===== src/rtl/serv_dbg_pkg.sv =====
// ---------------------------------------------------------------------------
// serv_dbg_pkg
//
// Shared definitions for the SERV debug register-file mirror:
//   - beat count / beat-counter width derivation from the RF write width
//   - assembly state encoding (IDLE / ASM)
//   - mirrored register counts for the plain and CSR-enabled builds
//
// Related configuration macro: SERV_DBG_RF_MIRROR_CSR_EN (selects NREGS_CSR
// in the top level).
// ---------------------------------------------------------------------------
package serv_dbg_pkg;

    // Register counts for the two build flavours.
    localparam int NREGS_BASE = 32;
    localparam int NREGS_CSR  = 36;

    // Number of RF_WIDTH-bit beats that make up one 32-bit register write.
    function automatic int beats_of(input int rf_width);
        return 32 / rf_width;
    endfunction

    // Beat counter width; a single-beat configuration still gets one bit
    // so that the counter never becomes a zero-width vector.
    function automatic int cnt_w_of(input int rf_width);
        int beats;
        beats = 32 / rf_width;
        return (beats > 1) ? $clog2(beats) : 1;
    endfunction

    typedef enum logic {
        ST_IDLE = 1'b0,
        ST_ASM  = 1'b1
    } asm_state_e;

endpackage


===== src/rtl/serv_dbg_rf_assembler.sv =====
// ---------------------------------------------------------------------------
// serv_dbg_rf_assembler
//
// Rebuilds 32-bit register writes from the RF RAM write taps, LSB chunk
// first, and emits a single-cycle commit with the destination index and the
// complete word. The last beat is bypassed straight from i_rf_wdata so the
// commit happens in the same cycle the last beat is presented.
//
// Ports:
//   clk            in   clock, rising edge
//   i_rst_n        in   synchronous active-low reset
//   i_rf_wreq      in   start (or restart) of a write sequence
//   i_rf_wreg      in   6-bit destination index, stable during the sequence
//   i_rf_w1wren    in   write port 1 enable, qualifies beats
//   i_rf_we        in   beat strobe
//   i_rf_wdata     in   RF_WIDTH-bit beat data
//   o_commit       out  one-cycle pulse: complete word available
//   o_commit_idx   out  destination index of the committed word
//   o_commit_word  out  assembled 32-bit word
//   o_busy         out  high while a sequence is partially assembled
// ---------------------------------------------------------------------------
module serv_dbg_rf_assembler
    import serv_dbg_pkg::*;
#(
    parameter int RF_WIDTH = 8
) (
    input  logic                clk,
    input  logic                i_rst_n,
    input  logic                i_rf_wreq,
    input  logic [5:0]          i_rf_wreg,
    input  logic                i_rf_w1wren,
    input  logic                i_rf_we,
    input  logic [RF_WIDTH-1:0] i_rf_wdata,
    output logic                o_commit,
    output logic [5:0]          o_commit_idx,
    output logic [31:0]         o_commit_word,
    output logic                o_busy
);

    localparam int BEATS = beats_of(RF_WIDTH);
    localparam int CNT_W = cnt_w_of(RF_WIDTH);
    localparam logic [CNT_W-1:0] LAST_BEAT = CNT_W'(BEATS - 1);

    asm_state_e       state;
    asm_state_e       state_next;
    logic [CNT_W-1:0] cnt;
    logic [CNT_W-1:0] cnt_next;
    logic [31:0]      asm_word;

    logic             beat_ok;
    logic [CNT_W-1:0] beat_idx;
    logic             last_beat;
    logic [31:0]      word_next;

    // A beat coinciding with i_rf_wreq belongs to the new sequence, so it is
    // accepted even from IDLE and always lands in slot 0.
    always_comb begin
        beat_ok   = i_rf_we & i_rf_w1wren & (i_rf_wreq | (state == ST_ASM));
        beat_idx  = i_rf_wreq ? '0 : cnt;
        last_beat = beat_ok & (beat_idx == LAST_BEAT);
        word_next = asm_word;
        word_next[int'(beat_idx) * RF_WIDTH +: RF_WIDTH] = i_rf_wdata;
    end

    // Next-state and counter. A completed word always returns to IDLE; a
    // fresh request otherwise restarts assembly and drops any partial word.
    always_comb begin
        state_next = state;
        cnt_next   = cnt;
        if (last_beat) begin
            state_next = ST_IDLE;
            cnt_next   = '0;
        end else if (i_rf_wreq) begin
            state_next = ST_ASM;
            cnt_next   = beat_ok ? CNT_W'(1) : '0;
        end else if (beat_ok) begin
            cnt_next   = cnt + CNT_W'(1);
        end
    end

    always_ff @(posedge clk) begin
        if (!i_rst_n) begin
            state <= ST_IDLE;
            cnt   <= '0;
        end else begin
            state <= state_next;
            cnt   <= cnt_next;
        end
    end

    // Data register carries no reset: stale upper chunks are always
    // overwritten before a word can be committed.
    always_ff @(posedge clk) begin
        if (beat_ok) begin
            asm_word <= word_next;
        end
    end

    assign o_commit      = last_beat;
    assign o_commit_idx  = i_rf_wreg;
    assign o_commit_word = word_next;
    assign o_busy        = (state == ST_ASM);

endmodule


===== src/rtl/serv_dbg_rf_mirror.sv =====
// ---------------------------------------------------------------------------
// serv_dbg_rf_mirror
//
// Debug-side shadow of the SERV register file. Register writes are rebuilt
// from the RF write taps by serv_dbg_rf_assembler and committed into a
// shadow array; the debugger reads that array through a req/ack port with a
// fixed one-cycle latency, never touching the core's RF RAM.
//
// Entries are qualified by per-entry valid bits that reset to 0, so every
// entry reads 0 after reset without clearing the array itself. Index 0 is
// never committed and always reads 0.
//
// Configuration macro: SERV_DBG_RF_MIRROR_CSR_EN
//   defined   -> NREGS = 36 (indices 32..35 mirror RF-resident CSR slots),
//                i_dbg_regno is 6 bits
//   undefined -> NREGS = 32, indices 32..35 are dropped, i_dbg_regno is
//                5 bits
//
// Ports:
//   clk          in   clock, rising edge
//   i_rst_n      in   synchronous active-low reset
//   i_rf_wreq    in   start of a register write sequence
//   i_rf_wreg    in   6-bit destination register index
//   i_rf_w1wren  in   write port 1 enable
//   i_rf_we      in   beat strobe
//   i_rf_wdata   in   RF_WIDTH-bit beat data, LSB chunk first
//   i_dbg_req    in   read request pulse
//   i_dbg_regno  in   register to read (5 or 6 bits)
//   o_dbg_ack    out  read data valid, one-cycle pulse
//   o_dbg_rdata  out  read data, held until the next ack
//   o_busy       out  write sequence partially assembled
// ---------------------------------------------------------------------------
module serv_dbg_rf_mirror
    import serv_dbg_pkg::*;
#(
    parameter int RF_WIDTH = 8,
`ifdef SERV_DBG_RF_MIRROR_CSR_EN
    parameter int NREGS    = NREGS_CSR
`else
    parameter int NREGS    = NREGS_BASE
`endif
) (
    input  logic                clk,
    input  logic                i_rst_n,
    input  logic                i_rf_wreq,
    input  logic [5:0]          i_rf_wreg,
    input  logic                i_rf_w1wren,
    input  logic                i_rf_we,
    input  logic [RF_WIDTH-1:0] i_rf_wdata,
    input  logic                i_dbg_req,
`ifdef SERV_DBG_RF_MIRROR_CSR_EN
    input  logic [5:0]          i_dbg_regno,
`else
    input  logic [4:0]          i_dbg_regno,
`endif
    output logic                o_dbg_ack,
    output logic [31:0]         o_dbg_rdata,
    output logic                o_busy
);

    localparam int IDX_W = $clog2(NREGS);

    logic             commit;
    logic [5:0]       commit_idx;
    logic [31:0]      commit_word;
    logic             commit_ok;
    logic [IDX_W-1:0] commit_slot;

    logic [5:0]       regno_p0;
    logic [IDX_W-1:0] rd_slot_p0;
    logic             rd_in_range_p0;
    logic             rd_fwd_p0;
    logic [31:0]      rd_word_p0;

    logic [31:0]      shadow [NREGS];
    logic [NREGS-1:0] valid;

    serv_dbg_rf_assembler #(
        .RF_WIDTH (RF_WIDTH)
    ) u_asm (
        .clk           (clk),
        .i_rst_n       (i_rst_n),
        .i_rf_wreq     (i_rf_wreq),
        .i_rf_wreg     (i_rf_wreg),
        .i_rf_w1wren   (i_rf_w1wren),
        .i_rf_we       (i_rf_we),
        .i_rf_wdata    (i_rf_wdata),
        .o_commit      (commit),
        .o_commit_idx  (commit_idx),
        .o_commit_word (commit_word),
        .o_busy        (o_busy)
    );

    // x0 is hard-wired to zero and indices beyond the mirrored range are
    // simply dropped.
    always_comb begin
        commit_ok   = commit & (commit_idx != 6'd0) & (commit_idx < 6'(NREGS));
        commit_slot = commit_idx[IDX_W-1:0];
    end

    always_ff @(posedge clk) begin
        if (commit_ok) begin
            shadow[commit_slot] <= commit_word;
        end
    end

    always_ff @(posedge clk) begin
        if (!i_rst_n) begin
            valid <= '0;
        end else if (commit_ok) begin
            valid[commit_slot] <= 1'b1;
        end
    end

    // ---- request stage: select data, forwarding a same-cycle commit ----
    always_comb begin
        regno_p0       = 6'(i_dbg_regno);
        rd_slot_p0     = regno_p0[IDX_W-1:0];
        rd_in_range_p0 = (regno_p0 != 6'd0) & (regno_p0 < 6'(NREGS));
        rd_fwd_p0      = commit_ok & (commit_idx == regno_p0);
        rd_word_p0     = '0;
        if (rd_in_range_p0) begin
            if (rd_fwd_p0) begin
                rd_word_p0 = commit_word;
            end else if (valid[rd_slot_p0]) begin
                rd_word_p0 = shadow[rd_slot_p0];
            end
        end
    end

    // ---- response stage: ack one cycle after the request ----
    always_ff @(posedge clk) begin
        if (!i_rst_n) begin
            o_dbg_ack   <= 1'b0;
            o_dbg_rdata <= '0;
        end else begin
            o_dbg_ack <= i_dbg_req;
            if (i_dbg_req) begin
                o_dbg_rdata <= rd_word_p0;
            end
        end
    end

endmodule


===== config.mk =====
export PLATFORM = sky130hd
export DESIGN_NAME = serv_dbg_rf_mirror
export DESIGN_NICKNAME = d
export VERILOG_FILES = /design/src/rtl/serv_dbg_pkg.sv /design/src/rtl/serv_dbg_rf_assembler.sv /design/src/rtl/serv_dbg_rf_mirror.sv
export SDC_FILE = /design/constraint.sdc
export NUM_CORES = 1
export LEC_CHECK = 0
export BUFFER_PORTS_ARGS = -buffer_cell sky130_fd_sc_hd__buf_2
export CORE_MARGIN = 4
export CORE_UTILIZATION = 62
export DETAILED_ROUTE_END_ITERATION = 8
export PLACE_DENSITY_LB_ADDON = 0.05
export SLEW_MARGIN = 20
export SYNTH_ARGS = -nofsm -noshare
export SYNTH_HDL_FRONTEND = slang
export SYNTH_SLANG_ARGS = --single-unit

===== constraint.sdc =====
create_clock -name clk -period 12 [get_ports clk]
set_clock_uncertainty 0.05 [all_clocks]
set_input_delay 1.8 -clock clk [delete_from_list [all_inputs] [get_ports clk]]
set_output_delay 1.8 -clock clk [all_outputs]
set_load 0.1 [all_outputs]

==> flow_metrics.py, run 1 <==
metrics = {
    "clock_network": {
        "htree_levels": 3,
        "clock_path_buffers": 3,
        "cts.sinks": 1124,
        "cts_buffers": 110,
        "clk_pin_slew_ps": 60,
        "cts_setup_buffers": 0,
        "cts_resized": 0,
        "tritoncts": "done",
        "clk_latency_ps": 670,
        "root_buffer": "clkbuf_16",
        "ctsHoldBuffers": 0,
    },
    "pwr": {
        "sw_frac_of_total_pct": 20.9,
        "comb_power_share_pct": 5.4,
        "total_power_mw": 8.33,
        "power_frac_clock_pct": 42.9,
        "peakVddDrop_mv": 0.148,
        "leakage_nw": 16.1,
        "p_sw_mw": 1.74,
        "power_density_nw_per_um2": 167,
        "sequentialPowerShare_pct": 51.7,
        "intPower_mw": 6.59,
    },
    "worst_hold_path": {
        "whs_path_depth": 1,
        "hold_class": "reg -> reg",
    },
    "timing": {
        "post-route-min-period_ps": 5310,
        "fmax_mhz": 188,
        "hold_ws_ps": 415,
        "setup_viol": 0,
        "hold_viol_final": 0,
        "worstMarginPinSlew_ps": 1120,
        "rsz0062_at_grt": "false",
        "setup_slack_ps": 6690,
        "fin_crit_sh_pct": 44.3,
        "setup_tns_ps": 0,
        "drv_slew": 0,
        "slew-limit-headroom_pct": 25.5,
    },
    "cells_and_area": {
        "finalNetCount": 2431,
        "stdcell_count": 3450,
        "layout-drive-gt1-share_pct": 26.2,
        "area_growth_pct": 11.9,
    },
    "synth": {
        "yosys_warnings": 0,
        "synth.area.top_cells": "edfxtp_1 71%, mux4_2 11%, dfxtp_1 3.0%",
        "ys_seq_elements": 1124,
        "yosysSeqAreaShare_pct": 74.0,
        "synth_edf_count": 1056,
        "avgSynthCellArea_um2": 19.6,
        "synth_cells": 2285,
        "async_reset_ff_share_pct": 0,
        "synth_cell_type_count": 57,
        "synthesis.area_um2": 44700,
        "synth_largest_area_cell": "edfxtp_1",
        "netlist.area_leader.share_pct": 71.0,
        "ys.flop_type": "edfxtp_1",
    },
    "drt": {
        "wirelength_um": 111000,
        "wl_per_cell_um": 32.1,
        "drt_iter0_markers": 2827,
        "drtAntennaViolNets": 0,
        "drt_first_pass_iters": 6,
        "vias": 23600,
        "viasPerCell": 6.85,
        "drc": 0,
    },
    "worst_setup_path": {
        "critPathMaxStageDelay_ps": 750,
        "crit_slowest_cell": "nor4_1",
        "cp_max_fo": 17,
        "rr_worst_depth": 8,
        "worst_ep_arrival_time_ps": 5570,
        "critPathKind": "in -> reg",
        "cp-end-kind": "register",
        "crit_chain": "buf_2 -> nand2b_1 -> inv_1 -> ha_1 -> inv_1 -> nor4_1 -> nand2_1 -> nor2_4 -> buf_4",
        "cp_common_cell": "inv_1",
        "startpoint_type": "input port",
        "required_ps": 12260,
    },
    "placement": {
        "hpwlAfterDp_um": 61300,
        "place_inst": 3239,
        "post-place-ws_ps": 6060,
        "port-buffer-count": 58,
        "gp_congestion": 0.857,
    },
    "global_route": {
        "grt_overflow": 0,
        "use_met2_pct": 46.6,
        "grt.total_usage_pct": 29.1,
        "grtUsageMet1_pct": 41.5,
        "antenna_found_initial": 4,
        "met3_usage_pct": 5.61,
        "grt_busiest_layer": "met2",
        "grt_max_degree": 125,
        "first_global_vias": 23800,
        "grt_pass1_wl_um": 162000,
    },
    "flow_run": {
        "max_cap_viol_count": 0,
    },
    "floorplan": {
        "coreArea_um2": 71500,
        "dieArea_um2": 76400,
        "die_w_um": 276,
        "start_util_pct": 62.5,
        "io_pins": 59,
        "rows": 98,
        "fp.dieH_um": 276,
    },
    "run_status": {
        "outcome": "finished clean",
    },
}
placed cells by master (no fill, tap or decap), types with 4 or more instances in the layout:
master	count
buf_2	56
bufinv_16	19
dfxtp_1	68
o22ai_1	32
a211oi_2	20
nor2b_1	37
mux2_2	66
inv_1	30
nand3_1	13
and2_1	4
inv_6	4
a21oi_1	34
clkinv_1	22
conb_1	32
mux4_2	225
diode_2	4
o21ai_0	41
ha_1	5
nand2_1	12
a221o_1	32
o21a_1	31
o41ai_1	25
clkinv_2	30
clkbuf_1	14
a32oi_1	25
nor2_1	94
nor2_4	31
mux2i_1	79
clkbuf_16	113
a22o_1	7
a221oi_1	7
buf_4	65
a22oi_1	25
a211oi_1	12
a31oi_1	25
o221ai_1	32
nand2b_1	30
edfxtp_1	1056
routing by layer:
metal | up-vias | wire [um]
met1 | 12500 | 43300
met5 | - | 0
met4 | 0 | 3310
li1 | 9681 | -
met2 | 1278 | 54100
met3 | 221 | 10100
worst paths after layout:
check | start | endpoint | slack [ps]
worst max-delay path | i_rf_wreq | shadow[16][28] | 6690
worst min-delay path | valid[19] | valid[19] | 410
worst max register to register | u_asm.cnt[0] | shadow[16][28] | 7710
worst min register to register | valid[19] | valid[19] | 410
metrics by stage:
stage	util (%)	cell area, um2
CTS	69.9	50000
floorplan	-	44800
global placement	64.6	46200
global route	69.9	50000
finish	69.9	50000
detailed placement	64.6	46200
layout make-up:
class / count / area, um2
Clock inverter: 77 / 867
Antenna cell: 4 / 10.0
Inverter: 35 / 134
Clock buffer: 130 / 2920
Tap cell: 950 / 1190
Multi-Input combinational cell: 1006 / 11000
Timing Repair Buffer: 124 / 818
Sequential cell: 1124 / 33100
Fill cell: 4409 / 21500
synth_stat cells, drive strengths merged, types with 31 or more instances:
cell / n
clkbuf: 68
o21ai: 42
a221o: 32
mux2i: 79
edfxtp: 1056
inv: 34
dfxtp: 68
nand2b: 31
buf: 83
o221ai: 32
o21a: 31
nor2: 125
a211oi: 32
a21oi: 34
mux2: 66
nor2b: 38
o22ai: 32
mux4: 225
critical path, delay by kind of cell:
family	cells	cell delay, ps
adders and majority gates	1	240
buffers and inverters	4	1130
and+or+nand+nor	4	2340
state kept, by name (all words and copies together), names as in the netlist:
| register | count |
|---|---|
| o_dbg_ack | 1 |
| o_dbg_rdata | 32 |
| shadow | 1024 |
| u_asm.asm_word | 32 |
| u_asm.cnt | 2 |
| u_asm.o_busy | 1 |
| valid | 32 |
power by group through the flow:
stage                     clock, mW  combinational [mW]  sequential, mW
after detailed placement          0               0.445            4.39
after global routing           3.80               0.474            4.31
after floorplan                   0               0.281            4.42
final                          3.57               0.449            4.31
after global placement            0               0.438            4.39
after CTS                      3.62               0.447            4.31
kinds of logic after synthesis:
family                     count (synthesis)  share of synthesized area (%)
and+or+nand+nor                          240                           2.63
adders and majority gates                  5                          0.140
AOI/OAI and AO/OA                        354                           6.10
muxes                                    370                           14.8
other                                      1                        0.00839
buffers and inverters                    186                           2.24
xor gates and xnor gates                   5                         0.0980
DFF                                     1124                           74.0
Note: power is estimated with default switching activity, not from simulation.
==> inputs of run 2 (changes only) <==
clock period = 5.55 ns   (was 12 ns; I/O delays follow)
==> run 2 against run 1 <==
Register-to-register slack got worse by 6500 ps. Sequential share of layout area decreased by 0.56 points. Combinational power increased by 140%. Critical path depth did not move. Final area is 0.86% higher. Flip-flop and latch count stayed put. Setup slack got worse by 5600 ps. Utilization is 0.60 points higher. Critical endpoint is now shadow[17][15]. Largest power group unchanged.
==> flow_metrics.py, run 2 (synthesis results as in run 1) <==
metrics = {
    "worst_setup_path": {
        "cp-end-kind": "register",
        "worst_ep_arrival_time_ps": 4730,
        "startpoint_type": "input port",
        "crit_chain": "buf_2 -> nand2b_1 -> inv_1 -> ha_1 -> inv_1 -> nor4_1 -> nand2_1 -> nor2_4 -> buf_12",
        "crit_slowest_cell": "nor4_1",
        "cp_common_cell": "inv_1",
        "critPathKind": "in -> reg",
        "cp_max_fo": 18,
        "required_ps": 5860,
        "critPathMaxStageDelay_ps": 1080,
    },
    "global_route": {
        "grt_max_degree": 94,
        "first_global_vias": 23600,
        "antenna_found_initial": 4,
        "grt_pass1_wl_um": 166000,
        "grt.total_usage_pct": 30.0,
        "grt_overflow": 0,
    },
    "pwr": {
        "peakVddDrop_mv": 0.489,
        "power_density_nw_per_um2": 354,
        "total_power_mw": 17.9,
        "leakage_nw": 16.3,
    },
    "drt": {
        "drt_iter0_markers": 3287,
        "wl_per_cell_um": 33.0,
        "vias": 23700,
        "drc": 0,
        "drt_first_pass_iters": 6,
        "viasPerCell": 6.82,
        "drtAntennaViolNets": 0,
        "wirelength_um": 115000,
    },
    "clock_network": {
        "cts_setup_buffers": 0,
        "ctsHoldBuffers": 0,
        "clk_pin_slew_ps": 60,
        "clock_path_buffers": 3,
        "root_buffer": "clkbuf_16",
        "cts_buffers": 111,
        "cts.sinks": 1124,
        "tritoncts": "done",
        "clk_latency_ps": 660,
        "cts_resized": 0,
        "htree_levels": 3,
    },
    "timing": {
        "fin_crit_sh_pct": 79.6,
        "hold_viol_final": 0,
        "worstMarginPinSlew_ps": 1240,
        "drv_slew": 0,
        "setup_viol": 0,
        "slew-limit-headroom_pct": 16.4,
        "hold_ws_ps": 408,
        "rsz0062_at_grt": "false",
        "setup_slack_ps": 1130,
        "post-route-min-period_ps": 4420,
        "fmax_mhz": 226,
        "setup_tns_ps": 0,
    },
    "floorplan": {
        "die_w_um": 276,
        "coreArea_um2": 71500,
        "io_pins": 59,
        "rows": 98,
        "dieArea_um2": 76400,
        "start_util_pct": 62.5,
        "fp.dieH_um": 276,
    },
    "cells_and_area": {
        "most-common-layout-cells": "1,056 x edfxtp_1, 225 x mux4_2, 114 x clkbuf_16, 94 x nor2_1, 79 x mux2i_1",
        "fin_util_pct": 70.5,
        "top_register": "shadow",
        "regArea_um2": 33100,
        "fillerInstances": 4397,
        "area_growth_pct": 12.8,
        "layout-drive-gt1-share_pct": 26.7,
        "multi_input_area_um2": 11000,
        "largest_reg_flops": 1024,
        "final_common_cell": "edfxtp_1",
        "finalNetCount": 2466,
    },
    "flow_run": {
        "max_cap_viol_count": 0,
    },
    "placement": {
        "gp_congestion": 0.931,
        "hpwlAfterDp_um": 72500,
        "post-place-ws_ps": 754,
        "port-buffer-count": 58,
    },
    "run_status": {
        "outcome": "finished clean",
    },
    "worst_hold_path": {
        "hold_class": "reg -> reg",
    },
}
run 2: final cells by class:
cell class | count | area share (%)
antenna | 1 | 0.00496
clock buffer | 152 | 6.24
clock inverter | 52 | 1.04
inverter | 35 | 0.266
multi-input combinational | 1006 | 21.8
sequential | 1124 | 65.6
tap | 950 | 2.36
timing repair buffer | 158 | 2.72
run 2: final timing paths:
path	from	end	slack [ps]	depth (start not counted)
setup / recovery	i_rf_wreq	shadow[17][15]	1130	9
hold / removal	valid[0]	valid[0]	410	1
setup reg to reg	u_asm.cnt[0]	shadow[17][15]	1220	8
hold reg to reg	valid[0]	valid[0]	410	1
run 2: layer usage:
metal | track usage, % | vias up | wire (um)
li1 | - | 9754 | -
met1 | 41.9 | 12500 | 43400
met2 | 49.0 | 1292 | 56700
met3 | 4.43 | 218 | 9340
met4 | 11.8 | 0 | 5220
met5 | 0 | - | 0
run 2: worst max-delay path: cells and delay by family:
kind,cells,cell delay [ps]
buffers and inverters,4,830
adders and majority gates,1,270
and+or+nand+nor,4,2740
run 2: per-stage QoR:
stage	area, um2	instances
after floorplan	44800	2316
final	50400	3478
after detailed placement	46700	3273
after global routing	50400	3478
after global placement	46700	3273
after CTS	50400	3477
run 2: report_power, final:
| part | switching (mW) | leakage, nW | internal (mW) | total, mW |
|---|---|---|---|---|
| logic | 0.722 | 4.39 | 0.337 | 1.06 |
| clock network | 3.04 | 1.80 | 4.45 | 7.49 |
| registers | 0.0211 | 10.1 | 9.30 | 9.32 |
==> inputs of run 3 (changes only) <==
ABC_AREA = 1   (was unset)
clock period = 4.5 ns   (was 5.55 ns; I/O delays follow)
==> run 3 against run 2 <==
Worst hold slack lost 210 ps. First-iteration DRC count increased by 47%. Register-to-register slack worse by 130 ps. Count of clock-buffer cells in the layout is 16 lower. Synthesized cell count is 110% higher. Non-clock buffer count rose by 33. Via count up 44%. Area after synthesis up 9.2%. Final area is 8.2% higher.
==> flow_metrics.py, run 3 <==
metrics = {
    "timing": {
        "setup_viol": 0,
        "hold_ws_ps": 196,
        "worstMarginPinSlew_ps": 905,
        "fin_crit_sh_pct": 75.7,
        "drv_slew": 0,
        "slew-limit-headroom_pct": 39.7,
        "hold_viol_final": 0,
        "rsz0062_at_grt": "false",
        "post-route-min-period_ps": 3410,
        "fmax_mhz": 293,
        "setup_tns_ps": 0,
    },
    "worst_setup_path": {
        "critPathMaxStageDelay_ps": 560,
        "startpoint_type": "register",
        "required_ps": 4790,
        "cp.buffers_inverters": 4,
        "crit_chain": "nand2_1 -> clkinv_1 -> ha_1 -> inv_1 -> nor2_1 -> inv_1 -> nor2_2 -> nand3_1 -> nor2_4 -> buf_4",
        "cp-end-kind": "register",
        "worst_ep_arrival_time_ps": 3700,
        "critPathTopFamily": "simple AND/OR/NAND/NOR gates",
        "cp_common_cell": "inv_1",
        "critPathKind": "reg -> reg",
        "crit_slowest_cell": "nor2_4",
        "cp_max_fo": 14,
    },
    "synth": {
        "synth_compound_area_share_pct": 0.782,
        "synth_adder_area_share_pct": 0.128,
        "ys.flop_type": "edfxtp_1",
        "synth_edf_count": 1056,
        "synth_largest_area_cell": "edfxtp_1",
        "async_reset_ff_share_pct": 0,
        "synth_top_family_by_area": "simple AND/OR/NAND/NOR gates",
        "ys_seq_elements": 1124,
        "ys_top_cells_by_count": "1,780 x nand2_1, 1,056 x edfxtp_1, 768 x nand3_1",
        "netlist.area_leader.share_pct": 65.0,
        "synthMuxAreaShare_pct": 0,
        "yosysSeqAreaShare_pct": 67.8,
        "synthSimpleGateAreaFrac_pct": 22.6,
        "avgSynthCellArea_um2": 10.0,
        "synthesis.area_um2": 48800,
        "synth_cell_type_count": 30,
        "yosys_warnings": 0,
        "synth_cells": 4868,
        "synthXorXnorAreaFrac_pct": 0.108,
        "synth.area.top_cells": "edfxtp_1 65%, nand2_1 14%, nand3_1 7.9%",
        "synth.most_common_cell": "nand2_1",
    },
    "clock_network": {
        "htree_levels": 3,
        "cts_resized": 0,
        "clk_latency_ps": 680,
        "root_buffer": "clkbuf_16",
        "cts.sinks": 1124,
        "ctsHoldBuffers": 0,
        "cts_buffers": 112,
        "cts_setup_buffers": 0,
        "clock_path_buffers": 3,
        "clk_pin_slew_ps": 70,
        "tritoncts": "done",
    },
    "cells_and_area": {
        "finalNetCount": 4979,
        "layout-drive-gt1-share_pct": 8.53,
        "final_common_cell": "nand2_1",
        "fillerInstances": 5711,
        "diodes": 0,
        "area_growth_pct": 11.8,
        "largest_reg_flops": 1024,
        "most-common-layout-cells": "1,780 x nand2_1, 1,056 x edfxtp_1, 768 x nand3_1, 722 x inv_1, 114 x clkbuf_16",
        "top_register": "shadow",
    },
    "placement": {
        "gp_congestion": 0.885,
        "port-buffer-count": 58,
        "hpwlAfterDp_um": 73600,
    },
    "drt": {
        "drt_iter0_markers": 4827,
        "drc": 0,
        "vias": 34200,
        "drtAntennaViolNets": 0,
        "drt_first_pass_iters": 6,
        "wl_per_cell_um": 22.2,
        "wirelength_um": 135000,
        "viasPerCell": 5.63,
    },
    "global_route": {
        "antenna_found_initial": 2,
        "grt_pass1_wl_um": 201000,
        "grt_max_degree": 146,
        "grt_overflow": 0,
        "first_global_vias": 32100,
        "grt.total_usage_pct": 32.6,
    },
    "floorplan": {
        "io_pins": 59,
        "coreArea_um2": 77700,
        "die_w_um": 289,
        "fp.dieH_um": 289,
        "dieArea_um2": 83200,
        "start_util_pct": 62.8,
        "rows": 102,
    },
    "worst_hold_path": {
        "hold_class": "in -> reg",
    },
    "pwr": {
        "power_density_nw_per_um2": 406,
        "peakVddDrop_mv": 0.404,
        "leakage_nw": 23.2,
    },
    "run_status": {
        "outcome": "finished clean",
    },
    "flow_run": {
        "max_cap_viol_count": 0,
    },
}
## run 3: cell count changes in the layout (fill, tap and decap cells not counted), moves of 66 or more
cell	change
mux2_2	-66
inv_1	+690
nand3_1	+755
mux4_2	-225
nand2_1	+1768
mux2i_1	-79
## run 3: final cells by class
cell class | instances | area, um2 | share of cell area (%)
clock buffer | 136 | 2950 | 5.40
clock inverter | 70 | 642 | 1.18
sequential | 1124 | 33100 | 60.6
multi-input combinational | 2787 | 12100 | 22.2
inverter | 733 | 2770 | 5.09
tap | 1040 | 1300 | 2.39
timing repair buffer | 191 | 1670 | 3.06
## run 3: kinds of logic (layout without fill, tap and decap cells)
| logic type | count (synthesis) | count (layout) |
|---|---|---|
| xor+xnor | 6 | 6 |
| other cells | 1 | 32 |
| compound gates | 67 | 67 |
| flops | 1124 | 1124 |
| buf+inv | 988 | 1130 |
| fa+ha+maj | 5 | 5 |
| simple gates | 2677 | 2677 |
## run 3: worst paths after layout
path | slack (ps) | end | depth (start not counted) | startpoint
min | 200 | o_dbg_ack | 3 | i_rst_n
max | 1090 | shadow[12][9] | 10 | u_asm.cnt[0]
min reg2reg | 410 | o_dbg_rdata[30] | 2 | o_dbg_rdata[30]
max reg2reg | 1090 | shadow[12][9] | 10 | u_asm.cnt[0]
## run 3: worst reg2reg max path: cells and delay by family (launching register included)
kind                       cells  cell delay (ps)
adders and majority gates      1              200
buffers and inverters          4              820
DFF                            1              330
and+or+nand+nor                5             1660
## run 3: metrics by stage
stage                     area (um2)  worst slack (ps)  total power [mW]  util, %  cells
final                          54500              1090              22.2     70.2   6081
after global routing           54500               913              22.8     70.2   6081
after CTS                      54500              1130              22.2     70.2   6081
after detailed placement       50900               602              13.2     65.6   5875
after global placement         50900               701              13.1     65.6   5875
after floorplan                48900               553              12.7        -   4899
## run 3: metal layers
metal	up-vias	global-route usage [%]	part of all wire, %	routed length, um
met5	-	0	0	0
met4	0	9.45	2.8	3810
met3	225	7.81	12	16600
met2	1863	48.7	44	59300
met1	16300	48.5	41	55200
li1	15900	-	-	-
## run 3: power breakdown
group          internal [mW]  switching, mW  leakage [nW]
sequential              11.5         0.0315          10.1
combinational          0.362           1.10          11.3
clock                   5.31           3.88          1.77
total                   17.1           5.01          23.2
